**src/rtl/alu_exec_ctrl_if.sv**
```systemverilog
// alu_exec_ctrl_if: bundles the command handshake, the ALU operand/result
// bus and the status/debug signals of the ALU issue controller.
// The slave modport is the controller's view; master is the driver's view.
interface alu_exec_ctrl_if #(
    parameter int N = 32
);
    logic         iValid;
    logic         oReady;
    logic [2:0]   Op;
    logic [2:0]   Rd;
    logic [2:0]   Rs1;
    logic [2:0]   Rs2;
    logic [N-1:0] AluA;
    logic [N-1:0] AluB;
    logic [2:0]   AluCtrl;
    logic [N-1:0] AluResult;
    logic         AluOverflow;
    logic         Done;
    logic         OvfFlag;
    logic         ErrFlag;
    logic         ClrFlags;
    logic [2:0]   DbgAddr;
    logic [N-1:0] DbgData;

    modport slave (
        input  iValid, Op, Rd, Rs1, Rs2, AluResult, AluOverflow, ClrFlags, DbgAddr,
        output oReady, AluA, AluB, AluCtrl, Done, OvfFlag, ErrFlag, DbgData
    );

    modport master (
        output iValid, Op, Rd, Rs1, Rs2, AluResult, AluOverflow, ClrFlags, DbgAddr,
        input  oReady, AluA, AluB, AluCtrl, Done, OvfFlag, ErrFlag, DbgData
    );
endinterface

```
**src/rtl/alu_exec_ctrl.sv**
```systemverilog
// alu_exec_ctrl: register file + issue controller in front of a combinational
// ALU. Each command walks IDLE -> EXEC -> WB (one command per 3 cycles).
// Optional build macro OVF_TRAP_EN: when defined, an add/sub that overflows
// does not write its destination (the overflow flag is still raised).
module alu_exec_ctrl #(
    parameter int N = 32
) (
    input  logic           clk,
    input  logic           reset,
    alu_exec_ctrl_if.slave bus
);
    typedef enum logic [1:0] {
        ST_IDLE = 2'b00,
        ST_EXEC = 2'b01,
        ST_WB   = 2'b10
    } state_t;

    localparam logic [2:0] OP_ADD = 3'b000;
    localparam logic [2:0] OP_SUB = 3'b001;

    function automatic logic op_is_legal(input logic [2:0] op);
        logic legal;
        case (op)
            3'b000, 3'b001, 3'b010, 3'b011, 3'b101: legal = 1'b1;
            default:                                legal = 1'b0;
        endcase
        return legal;
    endfunction

    function automatic logic op_is_addsub(input logic [2:0] op);
        return (op == OP_ADD) || (op == OP_SUB);
    endfunction

    state_t       state_r, state_nxt_s;
    logic [2:0]   op_q_r, rd_q_r;
    logic [N-1:0] regs_r [8];
    logic [N-1:0] res_q_r;
    logic         ovf_q_r;
    logic [N-1:0] alu_a_r, alu_b_r;
    logic [2:0]   alu_ctrl_r;
    logic         ready_r, done_r, ovf_flag_r, err_flag_r;
    logic         accept_s, wr_en_s, ovf_set_s, err_set_s;
    logic [N-1:0] rs1_data_s, rs2_data_s, dbg_data_s;

    // Register-file read ports; R0 always reads as zero
    always_comb begin
        rs1_data_s = (bus.Rs1 == 3'd0)     ? {N{1'b0}} : regs_r[bus.Rs1];
        rs2_data_s = (bus.Rs2 == 3'd0)     ? {N{1'b0}} : regs_r[bus.Rs2];
        dbg_data_s = (bus.DbgAddr == 3'd0) ? {N{1'b0}} : regs_r[bus.DbgAddr];
    end

    // Next-state logic and command acceptance
    always_comb begin
        state_nxt_s = state_r;
        accept_s    = 1'b0;
        case (state_r)
            ST_IDLE: begin
                accept_s    = bus.iValid && ready_r;
                state_nxt_s = accept_s ? ST_EXEC : ST_IDLE;
            end
            ST_EXEC: state_nxt_s = ST_WB;
            ST_WB:   state_nxt_s = ST_IDLE;
            default: state_nxt_s = ST_IDLE;
        endcase
    end

    // Write-back enable and flag-set conditions, evaluated during WB
    always_comb begin
        wr_en_s   = 1'b0;
        ovf_set_s = 1'b0;
        err_set_s = 1'b0;
        if (state_r == ST_WB) begin
`ifdef OVF_TRAP_EN
            wr_en_s = op_is_legal(op_q_r) && (rd_q_r != 3'd0)
                      && !(op_is_addsub(op_q_r) && ovf_q_r);
`else
            wr_en_s = op_is_legal(op_q_r) && (rd_q_r != 3'd0);
`endif
            ovf_set_s = ovf_q_r && op_is_addsub(op_q_r);
            err_set_s = !op_is_legal(op_q_r);
        end else begin
            wr_en_s   = 1'b0;
            ovf_set_s = 1'b0;
            err_set_s = 1'b0;
        end
    end

    // FSM state register
    always_ff @(posedge clk or posedge reset) begin
        if (reset) state_r <= ST_IDLE;
        else       state_r <= state_nxt_s;
    end

    // Latch the accepted command's opcode and destination
    always_ff @(posedge clk or posedge reset) begin
        if (reset) begin
            op_q_r <= 3'd0;
            rd_q_r <= 3'd0;
        end else if (accept_s) begin
            op_q_r <= bus.Op;
            rd_q_r <= bus.Rd;
        end
    end

    // ALU drive: operands loaded on accept so they are valid throughout EXEC,
    // zeroed when EXEC ends. No write is pending in IDLE, so the read is current.
    always_ff @(posedge clk or posedge reset) begin
        if (reset) begin
            alu_a_r    <= {N{1'b0}};
            alu_b_r    <= {N{1'b0}};
            alu_ctrl_r <= 3'd0;
        end else if (accept_s) begin
            alu_a_r    <= rs1_data_s;
            alu_b_r    <= rs2_data_s;
            alu_ctrl_r <= bus.Op;
        end else if (state_r == ST_EXEC) begin
            alu_a_r    <= {N{1'b0}};
            alu_b_r    <= {N{1'b0}};
            alu_ctrl_r <= 3'd0;
        end
    end

    // Capture the ALU result and overflow at the end of EXEC
    always_ff @(posedge clk or posedge reset) begin
        if (reset) begin
            res_q_r <= {N{1'b0}};
            ovf_q_r <= 1'b0;
        end else if (state_r == ST_EXEC) begin
            res_q_r <= bus.AluResult;
            ovf_q_r <= bus.AluOverflow;
        end
    end

    // Registered handshake outputs: ready in IDLE, Done high for the WB cycle
    always_ff @(posedge clk or posedge reset) begin
        if (reset) begin
            ready_r <= 1'b1;
            done_r  <= 1'b0;
        end else begin
            ready_r <= (state_nxt_s == ST_IDLE);
            done_r  <= (state_nxt_s == ST_WB);
        end
    end

    // Sticky status flags; a set in the same cycle as a clear takes priority
    always_ff @(posedge clk or posedge reset) begin
        if (reset) begin
            ovf_flag_r <= 1'b0;
            err_flag_r <= 1'b0;
        end else begin
            if (ovf_set_s)         ovf_flag_r <= 1'b1;
            else if (bus.ClrFlags) ovf_flag_r <= 1'b0;
            if (err_set_s)         err_flag_r <= 1'b1;
            else if (bus.ClrFlags) err_flag_r <= 1'b0;
        end
    end

    // Register file write port; R0 is never written
    always_ff @(posedge clk or posedge reset) begin
        if (reset) begin
            for (int i = 0; i < 8; i++) regs_r[i] <= {N{1'b0}};
        end else if (wr_en_s) begin
            regs_r[rd_q_r] <= res_q_r;
        end
    end

    assign bus.oReady  = ready_r;
    assign bus.Done    = done_r;
    assign bus.OvfFlag = ovf_flag_r;
    assign bus.ErrFlag = err_flag_r;
    assign bus.AluA    = alu_a_r;
    assign bus.AluB    = alu_b_r;
    assign bus.AluCtrl = alu_ctrl_r;
    assign bus.DbgData = dbg_data_s;
endmodule

```
**src/flat_wrapper.sv**
```systemverilog
// flat-port wrapper written by rule: the top's interface ports become plain ports
module alu_exec_ctrl_flat 
#(
    parameter int N = 32
)
  (clk, reset, bus_iValid, bus_Op, bus_Rd, bus_Rs1, bus_Rs2, bus_AluResult, bus_AluOverflow, bus_ClrFlags, bus_DbgAddr, bus_oReady, bus_AluA, bus_AluB, bus_AluCtrl, bus_Done, bus_OvfFlag, bus_ErrFlag, bus_DbgData);
  alu_exec_ctrl_if #(.N(N)) bus_i ();
  input  logic clk;
  input  logic reset;
  input wire logic [$bits(bus_i.iValid)-1:0] bus_iValid;
  input wire logic [$bits(bus_i.Op)-1:0] bus_Op;
  input wire logic [$bits(bus_i.Rd)-1:0] bus_Rd;
  input wire logic [$bits(bus_i.Rs1)-1:0] bus_Rs1;
  input wire logic [$bits(bus_i.Rs2)-1:0] bus_Rs2;
  input wire logic [$bits(bus_i.AluResult)-1:0] bus_AluResult;
  input wire logic [$bits(bus_i.AluOverflow)-1:0] bus_AluOverflow;
  input wire logic [$bits(bus_i.ClrFlags)-1:0] bus_ClrFlags;
  input wire logic [$bits(bus_i.DbgAddr)-1:0] bus_DbgAddr;
  output wire logic [$bits(bus_i.oReady)-1:0] bus_oReady;
  output wire logic [$bits(bus_i.AluA)-1:0] bus_AluA;
  output wire logic [$bits(bus_i.AluB)-1:0] bus_AluB;
  output wire logic [$bits(bus_i.AluCtrl)-1:0] bus_AluCtrl;
  output wire logic [$bits(bus_i.Done)-1:0] bus_Done;
  output wire logic [$bits(bus_i.OvfFlag)-1:0] bus_OvfFlag;
  output wire logic [$bits(bus_i.ErrFlag)-1:0] bus_ErrFlag;
  output wire logic [$bits(bus_i.DbgData)-1:0] bus_DbgData;
  assign bus_i.iValid = bus_iValid;
  assign bus_i.Op = bus_Op;
  assign bus_i.Rd = bus_Rd;
  assign bus_i.Rs1 = bus_Rs1;
  assign bus_i.Rs2 = bus_Rs2;
  assign bus_i.AluResult = bus_AluResult;
  assign bus_i.AluOverflow = bus_AluOverflow;
  assign bus_i.ClrFlags = bus_ClrFlags;
  assign bus_i.DbgAddr = bus_DbgAddr;
  assign bus_oReady = bus_i.oReady;
  assign bus_AluA = bus_i.AluA;
  assign bus_AluB = bus_i.AluB;
  assign bus_AluCtrl = bus_i.AluCtrl;
  assign bus_Done = bus_i.Done;
  assign bus_OvfFlag = bus_i.OvfFlag;
  assign bus_ErrFlag = bus_i.ErrFlag;
  assign bus_DbgData = bus_i.DbgData;
  alu_exec_ctrl #(.N(N)) u_core (.clk(clk), .reset(reset), .bus(bus_i));
endmodule
```
**config.mk**
```make
export PLATFORM = sky130hd
export DESIGN_NAME = alu_exec_ctrl_flat
export DESIGN_NICKNAME = d
export VERILOG_FILES = /design/src/rtl/alu_exec_ctrl_if.sv /design/src/rtl/alu_exec_ctrl.sv /design/src/flat_wrapper.sv
export SDC_FILE = /design/constraint.sdc
export NUM_CORES = 1
export LEC_CHECK = 0
export BUFFER_PORTS_ARGS = -buffer_cell sky130_fd_sc_hd__buf_2
export CAP_MARGIN = 10
export CORE_ASPECT_RATIO = 2
export CORE_MARGIN = 5
export CORE_UTILIZATION = 45
export DETAILED_ROUTE_END_ITERATION = 8
export PLACE_DENSITY = 0.73
export SLEW_MARGIN = 0
export SYNTH_ARGS = -nofsm -noshare
export SYNTH_HDL_FRONTEND = slang
export SYNTH_SLANG_ARGS = --single-unit
```
**constraint.sdc**
```tcl
create_clock -name clk -period 35.4 [get_ports clk]
set_clock_uncertainty 0.15 [all_clocks]
set_input_delay 5.31 -clock clk [delete_from_list [all_inputs] [get_ports clk]]
set_output_delay 5.31 -clock clk [all_outputs]
set_load 0.01 [all_outputs]
```
# == After elaboration in Yosys (flattened, before gate mapping) ==
# Cells that the tools add are included.
# classes
n_bitwise,4
n_lt_le_gt_ge,5
muxes,31
n_reduce_logical,17
n_eq_ne,7
# op_table
op,count
2-to-1 mux 32 bit,13
binary-select mux 32 bit (select 3 bit),3
bitwise mux 256 bit,1
demux 32 bit (select 3 bit),1
>= comparator 4 bit (second input constant),4
NOT 3 -> 4 bit,4
zero test 3 bit,4
2-to-1 mux 1 bit,10
== test 3 x 2 -> 1 bit (second input constant),2
2-to-1 mux 3 bit,2
nonzero test 2 bit,3
OR reduction 5 bit,1
== test 2 bit (second input constant),2
logical AND 1 bit,4
zero test 2 bit,2
less-than comparator 4 x 1 -> 1 bit (second input constant),1
case mux 2 bit (2 select lines),1
== test 3 x 1 -> 1 bit (second input constant),1
== test 3 bit (second input constant),1
nonzero test 3 bit,1
== test 2 x 1 -> 1 bit (second input constant),1
zero test 1 bit,1
logical OR 1 bit,1
# word_totals
reg_bits,368
out_inout_bits,103
inputBits,52

# == Logic depth before layout (Yosys ltp) ==
# Gate-level depths: netlist of the first run.
# depth
depth_word,7
ltp_mapped,6
ltp_nobuf,3

# == Worst setup path before layout of the first run ==
# OpenSTA, ideal clock, no wires.
# synth_timing
kind,in2out
start,input port bus_DbgAddr[0]
end,output port bus_DbgData[10]
arrival_time_ps,6559
setup_slack_ps,23381
stages,5
n_path_buf,2
cell_sequence,buf_2 -> buf_1 -> mux2_2 -> a221oi_1 -> a21oi_1
# synth_between
elab_chain_len,5
# synth_rtl
item,line,source
start: declaration,flat_wrapper.sv:18,input wire logic [$bits(bus_i.DbgAddr)-1:0] bus_DbgAddr;
NOT 3 -> 4 bit (implied by the code),alu_exec_ctrl.sv:49,dbg_data_s = (bus.DbgAddr == 3'd0) ? {N{1'b0}} : regs_r[bus.DbgAddr];
binary-select mux 32 bit (select 3 bit),alu_exec_ctrl.sv:49,
2-to-1 mux 32 bit (implied by the code) (2 in series),alu_exec_ctrl.sv:49,
2-to-1 mux 32 bit *,alu_exec_ctrl.sv:49,
end: declaration,flat_wrapper.sv:26,output wire logic [$bits(bus_i.DbgData)-1:0] bus_DbgData;
# Mark *: on every way between the ends. The rest lies on a longest branch, timed or not. The select of a mux whose other input is x is not followed.

# == Final worst setup path of the first run ==
# layout_timing
start,input port bus_DbgAddr[0]
end,output port bus_DbgData[31]
# The elaborated chain is that of the path after synthesis.

==> reports/results.txt, run 1 <==
For the total number of H-tree levels, the log shows 1. The initial core utilization was 0.454. The routed via count was 11902. The type of element capturing the critical path is a primary output. For this run, the number of Yosys warnings is 0. The total length of routed met2 wires is 27200 um, and the width of the die is 152 um. Antenna diode count: 0. After floorplanning, the core was sized to cover 0.0401 mm2. The type of the worst setup path is in2out.

After the first detailed-routing iteration, the DRC count stood at 751. The register area share after synthesis is 0.462, and the shortest clock period the worst path allows after layout is 13.12 ns. Counting every net in the synthesized netlist gives 1288.

The run gives 0 as the max-cap check violation count. The total length of routed met3 wires was 2910 um. Number of failing setup endpoints in the final timing report: 0. The number of global-route vias before repair was 13240; the top-level I/O count was 155. For the worst setup path, the data required time is 29.94 ns. The critical path runs through a total of 5 cells. The final critical-path share of the clock period came out at 0.371. In this run the worst setup path begins at bus_DbgAddr[0]. The share of layout cells above drive strength 1 was 0.511; the worst hold path cell count was 1. The worst hold path belongs to the class reg2reg. The count of state elements after synthesis works out to 336.

The worst-path maximum fanout was 32; the area fraction of the dominant cell type after synthesis was 0.461. Entering global routing, the biggest net connects 132 pins. For this run, the number of standard cells in the final layout without fillers is 1884. Latest clock arrival within the worst-skew pair: 0.57 ns. The tools report the number of buffers added to fix hold violations after cts as 0.

Relative to the synthesized area, the layout overhead comes to 11.5%. The run gives 0 as the initial antenna violation count. After global routing the overflow that remains totals 0.

Once placement finished, the instance area stood at 0.0192 mm2. Port buffering added 154 buffers. The worst-margin pin slew works out to 1.24 ns.

The length of routed wiring on met1 came out at 18900 um. In this run, distinct cell masters in the synthesized netlist total 33. The kind of cell with the highest combined delay along the critical path is simple AND/OR/NAND/NOR gates.

The kind of start point of the critical path is an input pin. The total power divided by cell area came out at 83.9 mW/mm2. Among all stages on the critical path, the largest delay is contributed by nor2b_4. The leakage power is 9.38 nW, and the final HPWL from detailed placement is 30300 um. The first global-routing pass estimated 80100 um of wire.

The logs give 0 for the count of final max-slew check failures and 0.169 for the remaining max-slew budget at the tightest pin. The total clock buffers created by CTS is 31. In this run the most critical hold path is launched from u_core.bus.AluA[27]. The tools report the number of cells after detailed placement as 1827. The clock passes through at most 3 buffers.

Summed over all failing endpoints, the final setup total negative slack is 0 ns. A synthesized cell averages 14.7 um2. The detail route stage leaves a number of antenna-violating nets equal to 0. The flop-to-flop setup slack is 32.20 ns, and the number of cell rows is 104. The mean number of vias per cell was 6.32. The flow ran to the end, and the final reports show no timing, DRC or antenna violations. Counting every instance in the synthesized netlist gives 1236. After detailed routing, the number of remaining DRC violations is 0. The net count of the finished layout is 1382. After routing the design area is 0.0203 mm2.

In this run the clock root is driven by a clkbuf_16. The floorplan step defined a die boundary enclosing 0.0448 mm2. The final hold violation count was 0. Sorting the synthesized cells by area gives the leading types as dfrtp_1 (46%), mux2_2 (16%), mux4_2 (12%), mux2_4 (7.4%), a32o_1 (3.6%). Post-CTS repair changed the size of 0 cells. CTS saw 336 sinks. The vertical die dimension came out at 294 um. For the arrival time at the worst endpoint, the log shows 7.66 ns. For the netlist area before placement, the log shows 0.0182 mm2.

The tools report the global-route total usage across every layer as 0.227. TritonCTS built the clock tree. The first detailed-routing pass ran for 5 iterations.

Measured in cells, the most critical reg-to-reg path has a length of 4. The congestion estimate from routability-driven global placement came to 0.809. The startpoint of the worst register-to-register path was u_core.op_q_r[1]. The logs give 0.0328 mV for the maximum vdd drop and 0 for the number of buffers added for setup after CTS. Walking the worst path, the cells encountered are buf_4 > nor2b_4 > a22oi_1 > o21ai_0 > buf_2.

Summed over all layers, the routed wires come to 51100 um. The delay of the slowest cell on the worst path was 1.08 ns. Setup repair after global routing left no endpoint under its margin. The average detailed-routed wire length per instance is 27.1 um. The fmax is 76.2 MHz, and the number of buffers and inverters on the critical path is 2. The CTS clock-pin slew for the worst setup and hold paths was 0.06 ns.

The biggest area contributor in the post-synthesis netlist is dfrtp_1. Highest metal layer with signal wires: met4.
-- layout make-up --
| cell class | instances | area (um2) |
|---|---|---|
| clock buffer | 44 | 905 |
| clock inverter | 13 | 173 |
| fill | 3461 | 19800 |
| inverter | 37 | 146 |
| multi-input combinational | 745 | 9010 |
| sequential | 336 | 8410 |
| tap | 530 | 663 |
| timing repair buffer | 179 | 973 |
-- placed cells by master (no fill, tap or decap), types with 3 or more instances in the layout --
cell,instances
a2111o_2,3
a2111oi_4,4
a21oi_1,32
a221o_1,64
a221oi_1,31
a22o_1,3
a32o_1,66
buf_2,148
buf_4,31
bufinv_16,4
clkbuf_1,5
clkbuf_16,31
clkbuf_8,8
clkinv_2,6
clkinvlp_4,3
dfrtp_1,335
inv_1,35
mux2_1,8
mux2_2,261
mux2_4,90
mux2i_1,4
mux4_2,94
nand2b_1,66
nor2b_4,4
-- sequential cells by signal, summed over array words and instances (netlist names) --
| name | count |
|---|---|
| u_core.bus.AluCtrl | 3 |
| u_core.bus.AluB | 32 |
| u_core.rd_q_r | 3 |
| u_core.res_q_r | 32 |
| u_core.bus.AluA | 32 |
| u_core.ovf_q_r | 1 |
| u_core.state_r | 2 |
| u_core.op_q_r | 3 |
| u_core.bus.ErrFlag | 1 |
| u_core.bus.OvfFlag | 1 |
| u_core.bus.oReady | 1 |
| u_core.regs_r | 224 |
| u_core.bus.Done | 1 |
-- cells in the mapped netlist --
| master | count |
|---|---|
| a2111o_1 | 3 |
| a2111oi_4 | 4 |
| a21oi_1 | 32 |
| a221o_1 | 64 |
| a221oi_1 | 31 |
| a22o_1 | 3 |
| a22oi_1 | 1 |
| a31oi_1 | 2 |
| a32o_1 | 66 |
| buf_1 | 5 |
| buf_2 | 29 |
| buf_4 | 5 |
| buf_6 | 22 |
| clkbuf_1 | 57 |
| dfrtp_1 | 335 |
| dfstp_2 | 1 |
| inv_1 | 36 |
| inv_2 | 1 |
| mux2_1 | 8 |
| mux2_2 | 261 |
| mux2_4 | 90 |
| mux2i_1 | 4 |
| mux4_2 | 94 |
| nand2_1 | 2 |
| nand2b_1 | 66 |
| nand3_1 | 2 |
| nand4bb_1 | 1 |
| nor2_1 | 1 |
| nor2b_1 | 6 |
| o21ai_0 | 1 |
| o21bai_2 | 1 |
| or2_1 | 1 |
| or2_2 | 1 |
-- logic make-up (layout without fill, tap and decap cells) --
kind of cell | Yosys count | after routing | share of synthesized area
AOI/OAI and AO/OA | 208 | 208 | 0.107
and+or+nand+nor | 80 | 80 | 0.0272
muxes | 457 | 457 | 0.360
DFF | 336 | 336 | 0.462
buffers and inverters | 155 | 273 | 0.0441
-- per-layer routing --
metal / vias to the layer above / track usage
met1: 6342 / 0.262
li1: 5043 / -
met5: - / 0
met3: 121 / 0.0394
met2: 396 / 0.414
met4: 0 / 0.0977
-- through the flow --
step	util	setup WS, ns	total power [W]	hold WS [ns]
after floorplan	-	20.63	0.00115	0.315
after global placement	0.479	22.18	0.00132	0.320
after detailed placement	0.479	22.25	0.00135	0.326
after CTS	0.506	22.25	0.00171	0.344
after global routing	0.506	22.21	0.00180	0.358
final	0.506	22.28	0.00170	0.339
-- worst paths after layout --
| check | endpoint |
|---|---|
| setup / recovery | bus_DbgData[31] |
| hold / removal | u_core.bus.AluA[27] |
| setup reg to reg | u_core.regs_r[11] |
| hold reg to reg | u_core.bus.AluA[27] |
| max in group asynchronous | u_core.bus.AluA[1] |
| min in group asynchronous | u_core.regs_r[147] |
-- where the power goes --
part / internal, W / switching, W / leakage [nW]
sequential: 0.000560 / 0.000189 / 4.40
clock: 0.000206 / 0.000151 / 0.526
combinational: 0.000359 / 0.000235 / 4.45
total: 0.00113 / 0.000576 / 9.38
(Power assumes the default switching activity.)
==> run 2, diff against run 1 <==
Settings changed: ABC_AREA set to 1, PLACE_DENSITY 0.73 to 0.75.
Clock period 35.4 ns to 11.3 ns, I/O delays scaled along.
==> reports/results.txt, run 2 <==
The flow ran to the end, and the final reports show no timing, DRC or antenna violations. The number of buffers added to fix hold violations after cts was 0 (unchanged). The global-route wire length before repair is 99800 um (was 80100 um), and the mean number of vias per cell is 5.56 (was 6.32).

The tools report the clock root buffer master as clkbuf_16 (unchanged). Most frequent cells in the layout: nand2_1 (1159), o21ai_0 (393), dfrtp_1 (367) (was dfrtp_1 (335), mux2_2 (261), buf_2 (148)). For the final net count, the log shows 2929 (was 1382). Setup repair after global routing left no endpoint under its margin. Most frequent cells after synthesis: nand2_1 (1159), o21ai_0 (394), dfrtp_1 (367), nand3_1 (334), inv_1 (228) (was dfrtp_1 (335), mux2_2 (261), mux4_2 (94), mux2_4 (90)).

The leakage power was 11.2 nW (was 9.38 nW); the floorplan core area was 0.0439 mm2 (was 0.0401 mm2). The number of buffers and inverters on the critical path came out at 4 (was 2). The simple-gate share of the synthesized area was 0.329 (was 0.0272); the synthesized net count was 2931 (was 1288). The count of state elements after synthesis is 368 (was 336). Type of the worst setup path: in2out (unchanged). The netlist area before placement is 0.0199 mm2 (was 0.0182 mm2), and the required time at the endpoint of the critical path is 9.46 ns (was 29.94 ns).

The most frequent cell after synthesis is nand2_1 (was dfrtp_1). The tools report the global-route total usage across every layer as 0.257 (was 0.227). The mean post-synth cell area works out to 6.90 um2 (was 14.7 um2). For the number of cell rows, the log shows 109 (was 104). The mux contribution to synthesized area came out at 0 (was 0.360). The total iterations of the first detailed-routing run was 6 (was 5). The kind of start point of the critical path is an input pin (unchanged).

The initial antenna violation count was 3 (was 0). The cell with the biggest individual delay on the critical path was buf_4 (was nor2b_4). The register containing the most flip-flops in the final layout was u_core.regs_r (unchanged). The switching share of power works out to 0.385 (was 0.338). For the synthesized netlist cell count, the log shows 2879 (was 1236). The number of flops mapped to enable cells by yosys works out to 0 (unchanged). The maximum number of pins on one net before global-route repair came out at 167 (was 132). The latest clock arrival within the worst-skew pair came out at 0.55 ns (was 0.57 ns). The sequential share of power came out at 0.418 (was 0.441). The register area share after synthesis was 0.464 (was 0.462); the accumulated negative setup slack was 0 ns (unchanged). The proportion of power drawn by the clock network was 0.261 (was 0.210); the total power divided by cell area was 228 mW/mm2 (was 83.9 mW/mm2). The share of the synthesized netlist area taken by xor and xnor gates was 0 (unchanged); the initial core utilization was 0.452 (was 0.454).

The run gives 0 (unchanged) as the number of failing setup endpoints in the final timing report. The number of buffers added on ports was 154 (unchanged); the arrival time at the worst endpoint was 4.25 ns (was 7.66 ns). The tools report the remaining max-slew budget at the tightest pin as 0.259 (was 0.169). The logs give 2242 (was 751) for the DRC violation total after the first TritonRoute iteration and 0 (unchanged) for the number of buffers added for setup after CTS. The remaining design rule violation count was 0 (unchanged).

The flip-flop count of the largest register, all copies and words added is 256 (was 224), and the fmax is 164 MHz. The residual overflow from global routing was 0 (unchanged); the area growth from synthesis to layout was 10.5% (was 11.5%). The maximum number of buffers from clock root to sink is 3 (unchanged).

The tools report the total clock buffers created by CTS as 37 (was 31). The largest delay contributor family on the critical path is buffers and inverters (was simple AND/OR/NAND/NOR gates). Shortest clock period the worst path allows after layout: 6.09 ns. Post-synthesis cell type count: 23 (was 33). The width of the die came out at 159 um (was 152 um).

The combinational family with the most area after synthesis was simple AND/OR/NAND/NOR gates (was multiplexers). The count of final max-slew check failures came out at 0 (unchanged). The overall die area came out at 0.0487 mm2 (was 0.0448 mm2). The placement-stage worst setup slack is 5.22 ns (was 22.25 ns). Dominant cells by area after synthesis: dfrtp_1 (46%), nand2_1 (22%), o21ai_0 (9.9%), nand3_1 (8.4%), inv_1 (4.3%) (was dfrtp_1 (46%), mux2_2 (16%), mux4_2 (12%), mux2_4 (7.4%), a32o_1 (3.6%)). The compound-cell area share of the yosys netlist was 0.115 (was 0.107); the vertical die dimension was 307 um (was 294 um).

Crit path cell chain: buf_2 > buf_4 > o21ai_2 > buf_4 > o21ai_0 > buf_2 (was buf_4 > nor2b_4 > a22oi_1 > o21ai_0 > buf_2). The type of element capturing the critical path is a primary output (unchanged). The internal power summed over all cells is 0.00308 W (was 0.00113 W), and the antenna diode count is 0 (unchanged). The final hold violation count came out at 0 (unchanged). The worst-path maximum fanout is 56 (was 32), and the final HPWL from detailed placement is 35300 um (was 30300 um). The remaining antenna violation count after routing was 0 (unchanged); the power dissipated by switching net loads was 0.00193 W (was 0.000576 W). The logs give 0 (unchanged) for the number of warnings issued by yosys and 368 (was 336) for the number of sinks handled by clock tree synthesis. The cell type with the largest total area after synthesis was dfrtp_1 (unchanged). Final estimated routing congestion in global placement: 0.856 (was 0.809). The tools report the logic gate share of total power as 0.321 (was 0.349). The worst-margin pin slew works out to 1.11 ns (was 1.24 ns). The share of layout cells above drive strength 1 works out to 0.0906 (was 0.511). The total wire length was 63200 um (was 51100 um); the area fraction of the dominant cell type after synthesis was 0.463 (was 0.461). The average detailed-routed wire length per instance came out at 18.3 um (was 27.1 um). The total power was 0.00501 W (was 0.00170 W).

The total number of H-tree levels was 2 (was 1). The share of flip-flops with an asynchronous set or reset is 1.00 (unchanged). The tools report the worst hold slack after final layout as 0.227 ns (was 0.339 ns). TritonCTS built the clock tree.

The number of global-route vias before repair was 18113 (was 13240). The routed via count was 19224 (was 11902); the CTS clock-pin slew for the worst setup and hold paths was 0.06 ns (about the same). The maximum vdd drop is 0.139 mV (was 0.0328 mV). Number of cells upsized or downsized after cts: 0 (unchanged). Delay of the slowest cell on the worst path: 0.73 ns (was 1.08 ns).

The kind of path behind the tightest hold check was reg2reg (unchanged). The final critical-path share of the clock period is 0.539, and the max-cap check violation count is 0 (unchanged). The run gives 155 (unchanged) as the top-level I/O count.

The fraction of the mapped netlist area in adder cells came out at 0 (unchanged). The most used flip-flop cell after synthesis is dfrtp_1 (unchanged). The most frequent standard cell in the layout excluding fill and tap cells is nand2_1 (was dfrtp_1). Slack of the critical path: 5.21 ns (was 22.28 ns).
## run 2: cell count changes after synthesis, moves of 94 or more
cell     change
mux2_2     -261
o21ai_0    +393
nor2_1     +107
nand2_1   +1157
mux4_2      -94
inv_1      +192
nand3_1    +332
## run 2: path summary, 6_finish.rpt
kind / start / end / slack [ns] / cells after the start
max: bus_DbgAddr[1] / bus_DbgData[27] / 5.21 / 6
min reg2reg: u_core.regs_r[248] / u_core.regs_r[248] / 0.23 / 0
min: u_core.regs_r[248] / u_core.regs_r[248] / 0.23 / 0
min in group asynchronous: reset / u_core.res_q_r[21] / 1.27 / 3
max reg2reg: u_core.bus.oReady / u_core.bus.AluB[16] / 8.83 / 5
max in group asynchronous: reset / u_core.bus.AluA[5] / 7.40 / 5
## run 2: routing by layer
| metal | up-vias | part of all wire | global-route usage |
|---|---|---|---|
| met3 | 160 | 0.12 | 0.0584 |
| met1 | 8883 | 0.40 | 0.360 |
| met5 | - | 0.00065 | 0 |
| met2 | 1099 | 0.45 | 0.395 |
| met4 | 6 | 0.031 | 0.0846 |
| li1 | 9076 | - | - |
## run 2: logic make-up after synthesis
logic type             after synthesis
and+or+nand+nor                   1614
buffers and inverters              456
AOI/OAI and AO/OA                  441
DFF                                368
## run 2: layout make-up
type                       instances  area, um2
timing repair buffer             183       1010
multi-input combinational       2055       8860
fill                            4307      22000
clock inverter                    10        156
tap                              555        694
sequential                       368       9210
inverter                         232        875
clock buffer                      56       1130
## run 2: per-stage QoR
stage / util / area (um2) / cells
2_1_floorplan: - / 19900 / 2879
3_3_place_gp: 0.470 / 20600 / 3393
3_5_place_dp: 0.470 / 20600 / 3393
4_1_cts: 0.499 / 21900 / 3459
5_1_grt: 0.499 / 21900 / 3459
6_report: 0.499 / 21900 / 3459
## run 2: power groups by stage
stage	clock (W)	combinational [W]	sequential (W)
2_1_floorplan	0	0.00110	0.00208
3_3_place_gp	0	0.00155	0.00209
3_5_place_dp	0	0.00160	0.00210
4_1_cts	0.00133	0.00161	0.00208
5_1_grt	0.00138	0.00185	0.00215
6_report	0.00130	0.00161	0.00209
